<file path="config.mk">
export PLATFORM = sky130hd
export DESIGN_NAME = enoc_switch_allocator
export DESIGN_NICKNAME = d
export VERILOG_FILES = /design/src/rtl/enoc_switch_allocator.sv
export SDC_FILE = /design/constraint.sdc
export NUM_CORES = 1
export LEC_CHECK = 0
export CAP_MARGIN = 30
export CORE_ASPECT_RATIO = 0.8
export CORE_MARGIN = 3
export CORE_UTILIZATION = 64
export DETAILED_ROUTE_END_ITERATION = 8
export PLACE_DENSITY = 0.93
export SYNTH_ARGS = -nofsm -noshare
export SYNTH_HDL_FRONTEND = slang
export SYNTH_SLANG_ARGS = --single-unit
</file>
<file path="constraint.sdc">
create_clock -name clk -period 12.92 [get_ports clk]
set_clock_uncertainty 0.15 [all_clocks]
set_input_delay 1.292 -clock clk [delete_from_list [all_inputs] [get_ports clk]]
set_output_delay 1.292 -clock clk [all_outputs]
set_load 0.03 [all_outputs]
</file>
<file path="src/rtl/enoc_switch_allocator.sv">
// Wormhole switch allocator: per-output round-robin arbitration, output held by its owner until the tail flit.
// Zero-cycle grant latency; a low i_en[o] or an absent owner request withholds the grant without losing the lock.
module enoc_switch_allocator #(
  parameter int PORTS = 5
) (
  input  logic                           clk,
  input  logic                           reset,
  input  logic [0:PORTS-1][0:PORTS-1]    i_output_req,
  input  logic [0:PORTS-1]               i_tail,
  input  logic [0:PORTS-1]               i_en,
  output logic [0:PORTS-1][0:PORTS-1]    o_output_grant,
  output logic [0:PORTS-1][0:PORTS-1]    o_input_sel
);

  localparam int IW = $clog2(PORTS);

  typedef enum logic {S_IDLE, S_LOCKED} state_t;

  state_t                        r_state     [PORTS];
  logic   [IW-1:0]               r_owner     [PORTS];
  logic   [IW-1:0]               r_ptr       [PORTS];
  state_t                        w_state_nxt [PORTS];
  logic   [IW-1:0]               w_owner_nxt [PORTS];
  logic   [IW-1:0]               w_ptr_nxt   [PORTS];
  logic   [IW-1:0]               w_win       [PORTS];
  logic                          w_found     [PORTS];
  logic   [0:PORTS-1][0:PORTS-1] w_sel;
  int                            w_idx;

  always_ff @(posedge clk) begin
    if (reset) begin
      for (int o = 0; o < PORTS; o++) begin
        r_state[o] <= S_IDLE;
        r_owner[o] <= '0;
        r_ptr[o]   <= '0;
      end
    end else begin
      for (int o = 0; o < PORTS; o++) begin
        r_state[o] <= w_state_nxt[o];
        r_owner[o] <= w_owner_nxt[o];
        r_ptr[o]   <= w_ptr_nxt[o];
      end
    end
  end

  always_comb begin
    w_sel = '0;
    w_idx = 0;
    for (int o = 0; o < PORTS; o++) begin
      w_state_nxt[o] = r_state[o];
      w_owner_nxt[o] = r_owner[o];
      w_ptr_nxt[o]   = r_ptr[o];
      w_win[o]       = '0;
      w_found[o]     = 1'b0;
    end
    for (int o = 0; o < PORTS; o++) begin
      if (r_state[o] == S_LOCKED) begin
        if (i_output_req[r_owner[o]][o] && i_en[o]) begin
          w_sel[o][r_owner[o]] = 1'b1;
          if (i_tail[r_owner[o]]) w_state_nxt[o] = S_IDLE;
        end
      end else if (i_en[o]) begin
        // Search upward from the pointer, wrapping, so the last winner goes to the back of the line.
        for (int k = 0; k < PORTS; k++) begin
          w_idx = int'(r_ptr[o]) + k;
          if (w_idx >= PORTS) w_idx = w_idx - PORTS;
          if (!w_found[o] && i_output_req[w_idx][o]) begin
            w_found[o] = 1'b1;
            w_win[o]   = IW'(w_idx);
          end
        end
        if (w_found[o]) begin
          w_sel[o][w_win[o]] = 1'b1;
          w_ptr_nxt[o] = (w_win[o] == IW'(PORTS - 1)) ? '0 : w_win[o] + IW'(1);
          if (!i_tail[w_win[o]]) begin
            w_state_nxt[o] = S_LOCKED;
            w_owner_nxt[o] = w_win[o];
          end
        end
      end
    end
    if (reset) w_sel = '0;
  end

  always_comb begin
    o_input_sel    = w_sel;
    o_output_grant = '0;
    for (int i = 0; i < PORTS; i++) begin
      for (int o = 0; o < PORTS; o++) begin
        o_output_grant[i][o] = w_sel[o][i];
      end
    end
  end

  always_ff @(posedge clk) begin
    if (!reset) begin
      for (int i = 0; i < PORTS; i++) begin
        assert ($onehot0(i_output_req[i]));
      end
    end
  end

endmodule

</file>
==> out/results.ini, run 1 <==
[yosys]
ys_warn_count=0
syn_area_sq_mm=0.008269
synth_cells=1144
yosys-top-cells-count=nor2_1 (101), a21oi_1 (87), nand2_1 (86)
ys_async_sr_fraction_pct=0
yosysMostFrequentCell=nor2_1
synth_edf_count=0
synth_area_per_cell_sq_um=7.228
ys_seq_area_share_pct=8.473
syn_nets=1246
ys_ff_latch=35
netlist-cell-type-count=89
synth_top_area_share_pct=9.835
yosys.area.top_type=ha_1
ys.flop_type=dfxtp_1
synthTopCellsByArea=ha_1 (9.8%), dfxtp_1 (8.5%), mux2i_1 (7.7%), a21oi_1 (5.3%), nor2_1 (4.6%)

[placed_design]
finalWeightedCongestion=0.9750
hpwl_microns=17300
io_buffers=86

[layout]
drive_gt1_share_pct=5.281
final_util_pct=73.42
num_antenna_cells=0
fin_nets=1256
multi_input_area_sq_mm=0.006853
area_delta_synth_final_pct=9.986
fillers=925
seqCellArea_sq_um=700.7

[sta]
max-slew-margin-rel_pct=35.26
report.final.slew_viol_count=0
timing.final.crit_share_pct=55.13
hold_viol_final=0
fmax_mhz=140.4
rsz0062_at_grt=false
tightestPinTransition_ns=0.9711
setup_viol=0
fin_crit_ns=7.123
tns_ns=0

[pwr]
pwr-share-seq_pct=8.8
p_int_w=0.001154
powerDensity_mw_per_mm2=289.9
clkPwrFrac_pct=6.0
swShare_pct=56.22
power_leakage_nw=3.583
ir_drop_uv=183.4
p_sw_w=0.001482
p_comb_share_pct=85.3

[floorplanning]
die_y_microns=107.7
die_x_microns=133.1
start_util_pct=66.76
rows=36
io_pins=87
core_sq_mm=0.01239
dieArea_sq_mm=0.01433

[drt]
drt_wl_total_microns=23500
drt_iter0_markers=1085
via_count=9113
routed_via_density=6.873
dr.pass1.iters=7
wl_per_cell_microns=17.72
drc=0
antenna_left=0

[status]
status=finished, final reports clean

[cts]
cts_root_buffer=clkbuf_16
clk_pin_slew_ns=0.06
cts-htree-levels=2
clk_latency_ns=0.28
postCtsSetupBuffers=0
cts_resized=0
postCtsHoldBufs=0
clock-sinks=35
cts.path.max_buffers=2
cts_tree=built
cts_buffers=5

[global_route]
grt_pass1_vias=8128
grt_pass1_wl_microns=38720
gr-total-overflow=0
grt_max_degree=55
antenna_found_initial=0
track_usage_pct=31.28

[critical_path]
worst_ep_required_time_ns=11.48
crit_fanout=19
crit_path_end_kind=output port
start_kind=register
worstSetupPathType=register to output port
crit_arrival_ns=5.68
cp-startpoint=r_ptr[0][6]$_SDFFE_PP0P_
r2r_start=r_ptr[0][6]$_SDFFE_PP0P_

[run]
drv_cap=0

[worst_hold_path]
hold_class=register to register
worstHoldStart=r_state[0][3]$_SDFF_PP0_

-- final timing paths --
check	to	slack (ns)	depth (start not counted)
max	o_output_grant[12]	5.80	15
min	r_state[0][3]$_SDFF_PP0_	0.33	2
max reg2reg	r_ptr[0][8]$_SDFFE_PP0P_	7.60	17
min reg2reg	r_state[0][3]$_SDFF_PP0_	0.33	2
-- layout make-up --
type / instances / share of cell area [%]
Inverter: 64 / 2.641
Sequential cell: 35 / 7.704
Clock buffer: 6 / 1.417
Tap cell: 171 / 2.352
Clock inverter: 2 / 0.6603
Multi-Input combinational cell: 956 / 75.35
Timing Repair Buffer: 92 / 9.878
-- cell families after synthesis --
family,share of synthesized area (%)
AOI/OAI and AO/OA,31.61
and+or+nand+nor,25.75
adders and majority gates,9.835
muxes,12.92
xor gates and xnor gates,2.754
buffers and inverters,8.655
DFF,8.473
-- cells in the final DEF (no fill, tap or decap), types with 13 or more instances in the layout --
cell,Yosys,layout
nor2_1,101,101
a21oi_1,87,87
nand2_1,86,86
clkdlybuf4s50_1,0,85
ha_1,65,65
mux2i_1,64,64
inv_1,60,60
o21ai_0,36,36
dfxtp_1,35,35
a211oi_1,33,33
nand2b_1,33,33
nand3_1,31,31
nor3_1,28,28
nor2b_1,18,18
a31oi_1,18,18
xnor2_1,17,17
a22oi_1,15,15
a21o_1,15,15
and2_1,13,13
-- power by group through the flow --
| stage | clock network, W | registers (W) | logic [W] |
|---|---|---|---|
| 3_5_place_dp | 0 | 0.000229 | 0.00217 |
| 6_report | 0.000158 | 0.000231 | 0.00225 |
| 4_1_cts | 0.000157 | 0.000227 | 0.00220 |
| 5_1_grt | 0.000160 | 0.000237 | 0.00245 |
| 2_1_floorplan | 0 | 0.000180 | 0.00181 |
| 3_3_place_gp | 0 | 0.000227 | 0.00211 |
-- flip-flops by register name, indices dropped and copies added, names as in the netlist --
name     flops
r_state      5
r_owner     15
r_ptr       15
-- through the flow --
stage / setup slack, ns / hold slack [ns] / instances / total power (W) / area, sq um
final: 5.797 / 0.3324 / 1326 / 0.002636 / 9095
after global routing: 5.355 / 0.3506 / 1326 / 0.002846 / 9095
after CTS: 5.888 / 0.3314 / 1326 / 0.002580 / 9095
after detailed placement: 6.137 / 0.3238 / 1318 / 0.002401 / 8906
after global placement: 6.337 / 0.3155 / 1317 / 0.002334 / 8901
after floorplan: 7.007 / 0.2982 / 1144 / 0.001993 / 8269
-- critical path, cell delays in order (launching register included) --
cell and delay, ns:
dfxtp_1 0.75, clkinv_1 0.48, ha_1 0.33, inv_1 0.06, ha_1 0.21, a21oi_2 0.08
xnor2_1 0.40, mux2i_1 0.34, o221ai_1 0.19, nor4b_1 0.55, a2111oi_0 0.21, o21ai_1 0.32
and2_1 0.40, nand3_1 0.12, a21oi_1 0.22, clkdlybuf4s50_1 0.72
-- metal layers --
layer	track usage [%]	vias to the layer above	wire (microns)
met3	3.925	50	2271
li1	-	4316	-
met5	0	-	0
met1	44.65	4207	10250
met4	6.825	0	348
met2	50.54	540	10630
Power figures use the tool's default switching activity.
==> inputs of run 2 (changes only) <==
--- a/config.mk
+++ b/config.mk
@@ -8,9 +8,9 @@
 export CAP_MARGIN = 30
 export CORE_ASPECT_RATIO = 0.8
 export CORE_MARGIN = 3
-export CORE_UTILIZATION = 64
+export CORE_UTILIZATION = 54
 export DETAILED_ROUTE_END_ITERATION = 8
-export PLACE_DENSITY = 0.93
+export PLACE_DENSITY = 0.84
 export SYNTH_ARGS = -nofsm -noshare
 export SYNTH_HDL_FRONTEND = slang
 export SYNTH_SLANG_ARGS = --single-unit
==> constraint.sdc (replaced) <==
create_clock -name clk -period 6.1 [get_ports clk]
set_clock_uncertainty 0.15 [all_clocks]
set_input_delay 0.61 -clock clk [delete_from_list [all_inputs] [get_ports clk]]
set_output_delay 0.61 -clock clk [all_outputs]
set_load 0.03 [all_outputs]
==> out/results.ini, run 2 (synthesis results as in run 1) <==
[critical_path]
reg2reg_to=r_owner[0][13]$_SDFFE_PP0P_
crit_path_end=o_input_sel[4]
crit_slowest_cell=clkdlybuf4s50_1
crit_path_end_kind=output port
critical-path-max-stage-delay_ns=0.69
reg2reg_setup_slack_ns=1.41
start_kind=register
worst_ep_required_time_ns=5.34
worstSetupPathType=register to output port
crit_fanout=12
r2r_start=r_ptr[0][13]$_SDFFE_PP0P_
path_cells=inv_1 > ha_1 > inv_1 > ha_1 > o31a_1 > o22ai_2 > mux2i_1 > mux2i_1 > a21o_1 > nor2_1 > o31ai_1 > o221ai_1 > nor2_1 > a32oi_1 > nor2_1 > clkdlybuf4s50_1
cp_common_cell=nor2_1
cp-startpoint=r_ptr[0][13]$_SDFFE_PP0P_
crit_arrival_ns=5.02
reg2regPathDepth=15

[placed_design]
finalWeightedCongestion=0.9807
io_buffers=86
hpwl_microns=17510
place_area_sq_mm=0.008965
pre_cts_slack_ns=0.4654

[cts]
cts_root_buffer=clkbuf_16
clock-sinks=35
clk_latency_ns=0.29
cts.path.max_buffers=2
postCtsHoldBufs=0
cts-htree-levels=2
clk_pin_slew_ns=0.06
cts_tree=built
cts_buffers=5

[sta]
tightestPinTransition_ns=0.7555
report.final.slew_viol_count=0
timing.hold.ws_ns=0.3457
max-slew-margin-rel_pct=49.63
fin_ws_ns=0.3170
setup_viol=0
fin_crit_ns=5.783
fmax_mhz=172.9
timing.final.crit_share_pct=94.80
hold_viol_final=0

[global_route]
gr-total-overflow=0
antenna_found_initial=0
grt_pass1_wl_microns=38460
grt_pass1_vias=7837
track_usage_pct=26.91
grt_max_degree=55

[drt]
wl_per_cell_microns=17.53
drt_wl_total_microns=23590
via_count=9048
routed_via_density=6.722
dr.pass1.iters=5
drc=0
antenna_left=0
drt_iter0_markers=1153

[floorplanning]
core_sq_mm=0.01464
dieArea_sq_mm=0.01684
start_util_pct=56.49
rows=39
io_pins=87
die_y_microns=116.7
die_x_microns=144.4

[run]
drv_cap=0

[layout]
drive_gt1_share_pct=7.315
fillers=1284
layout_common_cells=nor2_1 (101), a21oi_1 (87), nand2_1 (86)
fin_nets=1263
final_common_cell=nor2_1
area_delta_synth_final_pct=11.76
num_antenna_cells=0
final_cell_area_sq_mm=0.009241
largestRegisters=r_owner x15, r_ptr x15, r_state x5

[status]
status=finished, final reports clean

[pwr]
powerDensity_mw_per_mm2=613.7
ir_drop_uv=340.4
power_leakage_nw=3.637

[worst_hold_path]
hold_class=register to register

==> run 2: per-stage QoR <==
step                cells  util, %  power (W)  setup TNS, ns
finish               1346    63.13   0.005671              0
CTS                  1345    62.53   0.005494              0
detailed placement   1337    61.24   0.005116              0
global placement     1337    61.24   0.005023              0
global route         1346    63.13   0.006147       -0.04895
floorplan            1144        -   0.004221              0
==> run 2: report_power, final <==
| part | internal (W) | switching (W) |
|---|---|---|
| clock | 0.000234 | 0.000102 |
| combinational | 0.00196 | 0.00290 |
| sequential | 0.000309 | 0.000161 |
| total | 0.00250 | 0.00317 |
==> run 2: metal layers <==
layer	routed length, microns	track usage [%]
met5	0	0
met4	373	3.605
met3	2156	4.666
met2	10280	41.84
met1	10780	39.94
==> run 2: worst max-delay path: cells and delay by family, from the launching register on <==
kind                     cells  cell delay [ns]
multiplexers                 2             0.40
adder cells (fa/ha/maj)      2             0.55
flip-flops                   1             0.57
AO/OA/AOI/OAI                6             1.67
buffers and inverters        3             1.01
AND/OR/NAND/NOR              3             0.54
==> run 2: worst min path at each step <==
stage,startpoint,cells past startpoint,slack (ns),endpoint
floorplan,r_state[0][3]$_SDFF_PP0_,2,0.30,r_state[0][3]$_SDFF_PP0_
global placement,r_state[0][3]$_SDFF_PP0_,2,0.32,r_state[0][3]$_SDFF_PP0_
detailed placement,r_state[0][3]$_SDFF_PP0_,2,0.33,r_state[0][3]$_SDFF_PP0_
CTS,r_state[0][3]$_SDFF_PP0_,2,0.34,r_state[0][3]$_SDFF_PP0_
global route,r_state[0][3]$_SDFF_PP0_,2,0.39,r_state[0][3]$_SDFF_PP0_
finish,r_state[0][3]$_SDFF_PP0_,2,0.35,r_state[0][3]$_SDFF_PP0_
==> run 2: layout make-up <==
| cell class | count | area [sq um] | area share, % |
|---|---|---|---|
| clock buffer | 6 | 128.9 | 1.395 |
| clock inverter | 2 | 60.06 | 0.6499 |
| inverter | 64 | 240.2 | 2.600 |
| multi-input combinational | 956 | 6932 | 75.01 |
| timing repair buffer | 99 | 948.4 | 10.26 |
| tap | 184 | 230.2 | 2.491 |
| sequential | 35 | 701.9 | 7.595 |
==> run 2: repair_timing <==
item / CTS / global route
resized for setup: 0 / 17
buffers inserted: 0 / 1
setup endpoints to repair: 0 / 32
==> inputs of run 3 (changes only) <==
==> constraint.sdc (replaced) <==
create_clock -name clk -period 4.74 [get_ports clk]
set_clock_uncertainty 0.15 [all_clocks]
set_input_delay 0.474 -clock clk [delete_from_list [all_inputs] [get_ports clk]]
set_output_delay 0.474 -clock clk [all_outputs]
set_load 0.03 [all_outputs]
==> out/results.ini, run 3 (synthesis results as in run 1) <==
[floorplanning]
die_x_microns=144.4
die_y_microns=116.7
start_util_pct=56.49
dieArea_sq_mm=0.01684
core_sq_mm=0.01464
io_pins=87
rows=39

[layout]
fin_nets=1326
largestRegisters=r_owner x15, r_ptr x15, r_state x5
drive_gt1_share_pct=18.94
area_delta_synth_final_pct=18.57
final_common_cell=buf_4
layout_common_cells=buf_4 (118), nor2_1 (96), nand2_1 (85)
final_cell_area_sq_mm=0.009804
num_antenna_cells=0

[pwr]
p_total_w=0.007740
powerDensity_mw_per_mm2=789.4
ir_drop_uv=572.2
p_comb_share_pct=88.8
p_sw_w=0.004216
clkPwrFrac_pct=4.1
power_leakage_nw=4.112
swShare_pct=54.47
pwr-share-seq_pct=7.1
p_int_w=0.003524

[critical_path]
worstSetupPathType=register to output port
start_kind=register
crit_path_end_kind=output port
cp-startpoint=r_ptr[0][0]$_SDFFE_PP0P_
reg2regPathDepth=15
worst_ep_required_time_ns=4.12
reg2reg_to=r_state[0][0]$_SDFF_PP0_
r2r_start=r_ptr[0][0]$_SDFFE_PP0P_
crit_path_end=o_output_grant[24]
crit_arrival_ns=3.92
crit_fanout=9
reg2reg_setup_slack_ns=0.56

[drt]
wl_per_cell_microns=17.29
drt_wl_total_microns=24360
via_count=9143
drt_iter0_markers=1140
routed_via_density=6.489
dr.pass1.iters=5
antenna_left=0
drc=0

[cts]
cts_buffers=5
cts-htree-levels=2
clk_pin_slew_ns=0.06
clk_latency_ns=0.28
cts_tree=built
cts.path.max_buffers=2
clock-sinks=35
cts_root_buffer=clkbuf_16

[placed_design]
place_area_sq_mm=0.009331
io_buffers=86
finalWeightedCongestion=0.9765
hpwl_microns=18380

[global_route]
grt_pass1_wl_microns=39320
track_usage_pct=27.39
grt_max_degree=32
antenna_found_initial=0
gr-total-overflow=0
grt_pass1_vias=8096

[sta]
tightestPinTransition_ns=0.5662
timing.final.crit_share_pct=95.79
setup_viol=0
report.final.slew_viol_count=0
hold_viol_final=0
fin_crit_ns=4.540
max-slew-margin-rel_pct=62.03
fmax_mhz=220.2

[worst_hold_path]
hold_class=register to register

[status]
status=finished, final reports clean

[run]
drv_cap=0

## run 3: power by group through the flow
stage / logic [W] / clock network [W] / registers, W
floorplan: 0.00496 / 0 / 0.000491
global placement: 0.00632 / 0 / 0.000539
detailed placement: 0.00643 / 0 / 0.000542
CTS: 0.00648 / 0.000317 / 0.000539
global route: 0.00751 / 0.000329 / 0.000563
finish: 0.00688 / 0.000316 / 0.000547
## run 3: cell type report
cell class,instances,area [sq um]
Multi-Input combinational cell,956,7162
Fill cell,1240,4835
Timing Repair Buffer,162,1324
Sequential cell,35,703.2
Inverter,64,244.0
Tap cell,184,230.2
Clock buffer,6,128.9
Clock inverter,2,12.51
## run 3: how the worst min path moves through the flow
stage | startpoint | endpoint | cells past startpoint
global route | r_state[0][4]$_SDFF_PP0_ | r_state[0][4]$_SDFF_PP0_ | 2
global placement | r_state[0][4]$_SDFF_PP0_ | r_state[0][4]$_SDFF_PP0_ | 2
detailed placement | r_state[0][3]$_SDFF_PP0_ | r_state[0][3]$_SDFF_PP0_ | 2
finish | r_state[0][4]$_SDFF_PP0_ | r_state[0][4]$_SDFF_PP0_ | 2
CTS | r_state[0][4]$_SDFF_PP0_ | r_state[0][4]$_SDFF_PP0_ | 2
floorplan | r_state[0][3]$_SDFF_PP0_ | r_state[0][3]$_SDFF_PP0_ | 2
## run 3: timing repair
action | 4_1_cts | 5_1_grt
hold buffers | 0 | 0
setup buffers | 0 | 5
endpoints found under the hold margin | 0 | 0
gates resized for setup | 6 | 64
endpoints found under the setup margin | 10 | 45
pin swaps | 0 | 5
## run 3: worst max-delay path: stages, from the launching register on
cell	delay [ns]
dfxtp_1	0.31
clkinv_1	0.07
buf_4	0.19
ha_1	0.16
inv_1	0.04
ha_1	0.22
a21oi_4	0.25
mux2i_1	0.16
nor4_2	0.41
nor3_1	0.14
o41ai_1	0.49
nor2_1	0.13
o32ai_1	0.29
buf_4	0.20
a21oi_1	0.06
a22oi_1	0.23
nor2_2	0.09
buf_4	0.19
## run 3: metal layers
metal  global-route usage [%]  routed length [microns]  vias to the layer above
li1                         -                        -                     4448
met1                    41.44                    11470                     4234
met2                    42.46                    10630                      424
met3                    2.906                     2017                       37
met4                    4.723                      252                        0
met5                        0                        0                        -
## run 3: through the flow
stage	hold slack [ns]	worst slack, ns	std cells	utilization (%)	TNS [ns]
floorplan	0.2982	-0.09995	1144	-	-0.2141
global placement	0.3237	0.3004	1396	63.74	0
detailed placement	0.3353	0.1834	1396	63.74	0
CTS	0.3450	0.01275	1404	64.84	0
global route	0.3749	-0.01842	1409	66.97	-0.05007
finish	0.3422	0.1996	1409	66.97	0
